### config.mk
export PLATFORM = sky130hd
export DESIGN_NAME = custom_op_sequencer
export DESIGN_NICKNAME = d
export VERILOG_FILES = /design/src/rtl/custom_op_sequencer.sv
export SDC_FILE = /design/constraint.sdc
export NUM_CORES = 1
export LEC_CHECK = 0
export CORE_UTILIZATION = 30
export CTS_BUF_LIST = sky130_fd_sc_hd__clkbuf_8
export DETAILED_ROUTE_END_ITERATION = 10
export PLACE_DENSITY_LB_ADDON = 0.1
export SYNTH_ARGS = -nofsm -noshare
export SYNTH_HDL_FRONTEND = slang
export SYNTH_SLANG_ARGS = --single-unit
### constraint.sdc
create_clock -name clk -period 3.3 [get_ports clk]
set_clock_uncertainty 0.15 [all_clocks]
set_input_delay 0.825 -clock clk [delete_from_list [all_inputs] [get_ports clk]]
set_output_delay 0.825 -clock clk [all_outputs]
set_load 0.01 [all_outputs]
### src/rtl/custom_op_sequencer.sv
// custom_op_sequencer: multi-cycle BITREV / POPCOUNT / CLZ unit, BITS_PER_CYCLE bits per RUN cycle.
// Define CUSTOM_SEQ_EARLY_EXIT_EN to let CLZ and POPCOUNT leave RUN once their result is final.
module custom_op_sequencer #(
  parameter int unsigned XLEN           = 32,
  parameter int unsigned BITS_PER_CYCLE = 4
) (
  input  logic            clk,
  input  logic            reset,
  input  logic            start,
  input  logic [3:0]      alucontrol,
  input  logic [XLEN-1:0] operand,
  output logic            stall,
  output logic            busy,
  output logic            done,
  output logic [XLEN-1:0] result
);

  localparam int unsigned B    = BITS_PER_CYCLE;
  localparam int unsigned NCYC = XLEN / B;
  localparam int unsigned CntW = (NCYC > 1) ? $clog2(NCYC) : 1;

  localparam logic [3:0] OpBitrev = 4'b1001;
  localparam logic [3:0] OpPopcnt = 4'b1010;
  localparam logic [3:0] OpClz    = 4'b1011;

  typedef enum logic [1:0] {
    StIdle = 2'b00,
    StRun  = 2'b01,
    StDone = 2'b10
  } state_e;

  state_e          state_q;
  logic [3:0]      op_q;
  logic [XLEN-1:0] sh_q, acc_q;
  logic [CntW-1:0] cnt_q;
  logic            found_q;

  logic            is_custom, accept, last, finish, found_d, lz_seen;
  logic [B-1:0]    chunk, chunk_rev;
  logic [XLEN-1:0] sh_d, acc_d, ones, lz;

  always_comb begin
    is_custom = (alucontrol == OpBitrev) || (alucontrol == OpPopcnt) || (alucontrol == OpClz);
    accept    = (state_q == StIdle) && start && is_custom;
    stall     = !reset && (accept || (state_q == StRun));

    chunk     = sh_q[XLEN-1 -: B];
    sh_d      = sh_q << B;
    chunk_rev = '0;
    ones      = '0;
    lz        = '0;
    lz_seen   = 1'b0;
    for (int j = 0; j < B; j++) begin
      chunk_rev[j] = chunk[B-1-j];
      ones         = ones + XLEN'(chunk[j]);
    end
    for (int j = B - 1; j >= 0; j--) begin
      if (chunk[j]) lz_seen = 1'b1;
      else if (!lz_seen) lz = lz + XLEN'(1);
    end

    acc_d   = acc_q;
    found_d = found_q;
    case (op_q)
      OpBitrev: acc_d = {chunk_rev, acc_q[XLEN-1:B]};
      OpPopcnt: acc_d = acc_q + ones;
      OpClz: begin
        // Once the first one is seen, later chunks no longer affect the count.
        if (!found_q) begin
          if (chunk == '0) begin
            acc_d = acc_q + XLEN'(B);
          end else begin
            acc_d   = acc_q + lz;
            found_d = 1'b1;
          end
        end
      end
      default: ;
    endcase

    last = (cnt_q == CntW'(NCYC - 1));
`ifdef CUSTOM_SEQ_EARLY_EXIT_EN
    finish = last || ((op_q == OpClz) && !found_q && found_d) ||
             ((op_q == OpPopcnt) && (sh_d == '0));
`else
    finish = last;
`endif
  end

  always_ff @(posedge clk) begin
    if (reset) begin
      state_q <= StIdle;
      op_q    <= '0;
      sh_q    <= '0;
      acc_q   <= '0;
      cnt_q   <= '0;
      found_q <= 1'b0;
      result  <= '0;
      busy    <= 1'b0;
      done    <= 1'b0;
    end else begin
      case (state_q)
        StIdle: begin
          done <= 1'b0;
          if (accept) begin
            op_q    <= alucontrol;
            sh_q    <= operand;
            acc_q   <= '0;
            cnt_q   <= '0;
            found_q <= 1'b0;
            busy    <= 1'b1;
            state_q <= StRun;
          end else begin
            busy <= 1'b0;
          end
        end
        StRun: begin
          sh_q    <= sh_d;
          acc_q   <= acc_d;
          cnt_q   <= cnt_q + 1'b1;
          found_q <= found_d;
          if (finish) begin
            result  <= acc_d;
            done    <= 1'b1;
            state_q <= StDone;
          end
        end
        StDone: begin
          done    <= 1'b0;
          busy    <= 1'b0;
          state_q <= StIdle;
        end
        default: begin
          done    <= 1'b0;
          busy    <= 1'b0;
          state_q <= StIdle;
        end
      endcase
    end
  end

endmodule

Word level (Yosys, flattened, before mapping)
Cells that the tools add are included.
{"block": "totals", "ff_bits": 108, "in_bits": 39, "output_inout_bits": 35}
{"block": "classes", "reduce_logical": 16, "eq_ne": 11, "addsub": 10, "n_bitwise": 1, "mux": 29}
{"operator": "$mux W32", "n": 10}
{"operator": "$pmux W32 S2", "n": 2}
{"operator": "$add A32 B1 Y32 const B", "n": 3}
{"operator": "$pmux W32 S3", "n": 1}
{"operator": "$add A32 B3 Y32 const B", "n": 1}
{"operator": "$add A32 B32 Y32", "n": 1}
{"operator": "$add A32 B4 Y32", "n": 1}
{"operator": "$eq A4 B4 Y1 const B", "n": 6}
{"operator": "$mux W1", "n": 9}
{"operator": "$reduce_and A2 Y1", "n": 4}
{"operator": "$pmux W3 S2", "n": 1}
{"operator": "$add A3 B1 Y4", "n": 1}
{"operator": "$logic_not A4 Y1", "n": 1}
{"operator": "$mux W2", "n": 2}
{"operator": "$ne A2 B2 Y1 const B", "n": 2}
{"operator": "$pmux W1 S2", "n": 2}
{"operator": "$pmux W2 S2", "n": 1}
{"operator": "$add A2 B1 Y3", "n": 1}
{"operator": "$add A3 B1 Y3 const B", "n": 1}
{"operator": "$eq A3 B3 Y1 const B", "n": 1}
{"operator": "$logic_and A1 B1 Y1", "n": 3}
{"operator": "$logic_or A1 B1 Y1", "n": 3}
{"operator": "$mux W3", "n": 1}
{"operator": "$reduce_and A3 Y1", "n": 1}
{"operator": "8 further kinds", "n": 8}

Longest topological paths before layout
{"block": "logic_depth", "ltp_word": 15, "depth_mapped": 12}

Worst setup path after synthesis
No wires, ideal clock.
{"block": "synth_path", "path_type": "register -> register", "startpoint": "reg sh_q[28]", "endpoint": "reg result[22]", "setup_ns": 0.079, "slack_ns": 0.232, "arrival_time_ns": 2.839, "stages_incl_launch_ff": 12, "required_time_ns": 3.071, "synth_period_minus_slack_ns": 3.068, "n_path_buf": 0, "path_cell_list": "dfxtp_1 fa_1 inv_1 fa_1 inv_1 fa_1 nand2_1 or4_4 or4_1 o211ai_1 a21oi_2 a211oi_2"}
{"block": "synth_via", "elab_chain_len": 5, "word_cells_on_any_way": 10}
{"item": "start: declaration", "line_no": "34", "source": "logic [XLEN-1:0] sh_q, acc_q;"}
{"item": "start signal: assignment", "line_no": "107", "source": "sh_q <= operand;"}
{"item": "$add A1 B1 Y2 / $mux W32 (equally long branches)", "line_no": "55, 58"}
{"item": "$add A2 B1 Y3 / $add A32 B32 Y32 (equally long branches)", "line_no": "55, 73"}
{"item": "$add A3 B1 Y4 / $mux W32 (equally long branches)", "line_no": "55, 70"}
{"item": "$add A32 B4 Y32 / $mux W32 (equally long branches)", "line_no": "66, 69"}
{"item": "$pmux W32 S3 (*)", "line_no": "64", "source": "case (op_q)"}
{"item": "end signal: assignment", "line_no": "98", "source": "result <= '0;"}
{"item": "end signal: assignment", "line_no": "123", "source": "result <= acc_d;"}
{"item": "end: declaration", "line_no": "15", "source": "output logic [XLEN-1:0] result"}
Every way passes the cells marked *; elsewhere a longest branch is shown, timed or not.
A chain may end at the register's enable or synchronous reset.

Final worst setup path
{"block": "layout_path", "startpoint": "reg sh_q[31]", "endpoint": "reg acc_q[18]"}
{"block": "layout_via", "elab_chain_len": 15, "word_cells_on_any_way": 21}
{"item": "$mux W1", "line_no": "58", "source": "if (chunk[j]) lz_seen = 1'b1;"}
{"item": "$add A32 B1 Y32", "line_no": "59", "source": "else if (!lz_seen) lz = lz + XLEN'(1);"}
{"item": "$mux W32", "line_no": "59"}
{"item": "$mux W32", "line_no": "58"}
{"item": "$add A32 B1 Y32", "line_no": "59"}
{"item": "$mux W32", "line_no": "59"}
{"item": "$mux W32", "line_no": "58"}
{"item": "$add A32 B1 Y32", "line_no": "59"}
{"item": "$mux W32", "line_no": "59"}
{"item": "$mux W32", "line_no": "58"}
{"item": "$add A32 B32 Y32", "line_no": "73", "source": "acc_d = acc_q + lz;"}
{"item": "$mux W32", "line_no": "70", "source": "if (chunk == '0) begin"}
{"item": "$mux W32", "line_no": "69", "source": "if (!found_q) begin"}
{"item": "$pmux W32 S3 (*)", "line_no": "64"}
{"item": "$pmux W32 S2 (*)", "line_no": "102", "source": "case (state_q)"}
{"item": "end signal: assignment", "line_no": "95", "source": "acc_q <= '0;"}
{"item": "end signal: assignment", "line_no": "108", "source": "acc_q <= '0;"}
{"item": "end signal: assignment", "line_no": "119", "source": "acc_q <= acc_d;"}
{"item": "end: declaration", "line_no": "34"}
Marked as above.

==> qor.yml <==
status: "complete, but fails checks"
violations: "DRC"
setup_tns_ns: 0
holdCritPathClass: "reg2reg"
fin_util: 0.375
gr-usage-all-layers: 0.227
drv_slew: 0
grt_first_pass_wirelength_um: 39200
met2_usage: 0.348
busiest_layer: "met2"
layout_setup_ws_ns: 0.0106
die_w_um: 151
startpoint: "sh_q[31]"
grt_overflow_total: 0
synth-edff-count: 0
min_period_ns: 3.29
route.vias.total: 6982
syn-num-nets: 923
final_common_cell: "nand2_1"
r2r_start: "sh_q[31]"
ant_nets: 0
final_cell_mix: "108 x nand2_1, 106 x dfxtp_1, 89 x nor2_1, 71 x clkdlybuf4s50_1, 68 x buf_4"
drive_above_1_share: 0.139
clk_pin_slew_ns: 0.12
die_h_um: 151
ctsHoldBuffers: 0
row_count: 54
drt_iter0_drc: 472
grt_use_met3: 0.0416
antenna_cells: 0
cts_buffers: 9
yosysSeqAreaShare: 0.325
htreeDepth: 3
grt_pass1_vias: 6646
clock_latency_ns: 0.39
p_leak_nw: 2.88
start_kind: "flop"
ys_types: 81
io_buffers: 73
vias_per_cell: 5.69
synth-seq-cells: 108
antenna_found_initial: 0
worstPathRequired_ns: 3.49
power_mw: 2.51
dr.pass1.iters: 8
dp_cells: 1210
dp_slack_ns: -0.128
drc_errors: 1
cp.arrival_ns: 3.48
period_share: 0.997
cts_tree: "yes"
synth_area_per_cell_um2: 7.65
setup_violations: 0
ir_drop_uv: 168
criticalPathCategory: "reg2reg"
cp_max_fo: 5
use_met1: 0.309
grt_max_degree: 41
syn_area_mm2: 0.00666
avgRoutedWirePerCell_um: 20.4
wl_um: 25100
die_area_mm2: 0.0228
p_per_area_mw_per_mm2: 307
relSlewSlack: 0.533
cts_sinks: 108
cp-end-kind: "flop"
cts_root_buf: "clkbuf_8"
hold_viol_final: 0
hpwl_um: 18000
worstHoldStart: "result[17]"
nets: 995
layout.cells.non_filler: 1227
coreArea_mm2: 0.0218
cts.path.max_buffers: 2
num_io_pins: 74
start_util: 0.305
async_reset_ff_frac: 0
yosysWarningCount: 0
synth-main-ff-cell: "dfxtp_1"
fmax_ghz: 0.304
area_growth_pct: 22.9
syn_inst: 871
worst_pin_slew_ns: 0.699
cap_violations: 0
routabilityCongestion: 0.888
rsz0062_at_grt: "yes"
[report_power, final]
group	internal (mW)	total, mW	switching, mW
Clock	0.358	0.885	0.527
Combinational	0.119	0.286	0.168
Sequential	1.32	1.34	0.0144
[cells in the mapped netlist, types with 10 or more instances]
cell / n / area share
nor4_1: 14 / 0.013
clkbuf_1: 52 / 0.029
nand4_1: 20 / 0.019
nand3_1: 16 / 0.012
a211oi_1: 22 / 0.025
a22oi_1: 27 / 0.030
inv_1: 19 / 0.011
o211ai_1: 10 / 0.011
and3_1: 13 / 0.012
o21ai_0: 56 / 0.042
nor3_1: 32 / 0.024
buf_2: 16 / 0.012
dfxtp_1: 108 / 0.32
nand2_1: 109 / 0.061
a21oi_1: 61 / 0.046
a311oi_1: 16 / 0.021
nor2_1: 90 / 0.051
[worst paths after layout]
check / slack, ns / cells past startpoint / endpoint
setup / recovery: 0.01 / 13 / acc_q[18]
hold / removal: 0.29 / 2 / result[17]
setup reg to reg: 0.01 / 13 / acc_q[18]
hold reg to reg: 0.29 / 2 / result[17]
[sequential cells by signal, summed over array words and instances, names as in the netlist]
| name | count |
|---|---|
| state_q | 2 |
| result | 32 |
| cnt_q | 3 |
| done | 1 |
| found_q | 1 |
| op_q | 4 |
| sh_q | 32 |
| busy | 1 |
| acc_q | 32 |
[worst max-delay path, stage by stage, from the launching register on]
cell and delay [ns]:
dfxtp_2 0.35, fa_1 0.54, inv_2 0.04, fa_2 0.38, inv_2 0.07, fa_2 0.22, nand2_2 0.08, or4_4 0.55
nor2_4 0.15, a21oi_4 0.05, o41ai_4 0.36, buf_4 0.17, a22oi_2 0.04, nand2_1 0.07
[final cells by class]
type	count	area [um2]
clock buffer	9	124
clock inverter	6	71.3
fill	2370	13600
inverter	19	71.3
multi-input combinational	664	4170
sequential	108	2160
tap	280	350
timing repair buffer	141	1230
[through the flow]
step | instance area [um2] | hold slack (ns)
floorplan | 6660 | 0.286
CTS | 8070 | 0.296
finish | 8190 | 0.290
global placement | 7870 | 0.279
global route | 8190 | 0.333
detailed placement | 7870 | 0.280
[routing by layer]
| layer | routed length (um) | share of wire |
|---|---|---|
| met1 | 11600 | 0.46 |
| met2 | 11100 | 0.44 |
| met3 | 1610 | 0.064 |
| met4 | 812 | 0.032 |
| met5 | 0 | 0 |
[logic make-up (layout without fill, tap and decap cells)]
family	Yosys count	in the layout	synth area share
AND/OR/NAND/NOR	347	347	0.259
AO/OA/AOI/OAI	282	282	0.292
buffers and inverters	99	175	0.0663
other	1	1	0.000563
XOR/XNOR	15	15	0.0197
adder cells (fa/ha/maj)	13	13	0.0289
multiplexers	6	6	0.00902
flip-flops	108	108	0.325
[what timing repair did]
action / CTS / global route
gates resized for setup: 3 / 24
pin swaps: 0 / 11
endpoints found under the hold margin: 0 / 0
buffers inserted: 0 / 2
endpoints found under the setup margin: 3 / 29
No activity file was read; power rests on OpenSTA's default activity.
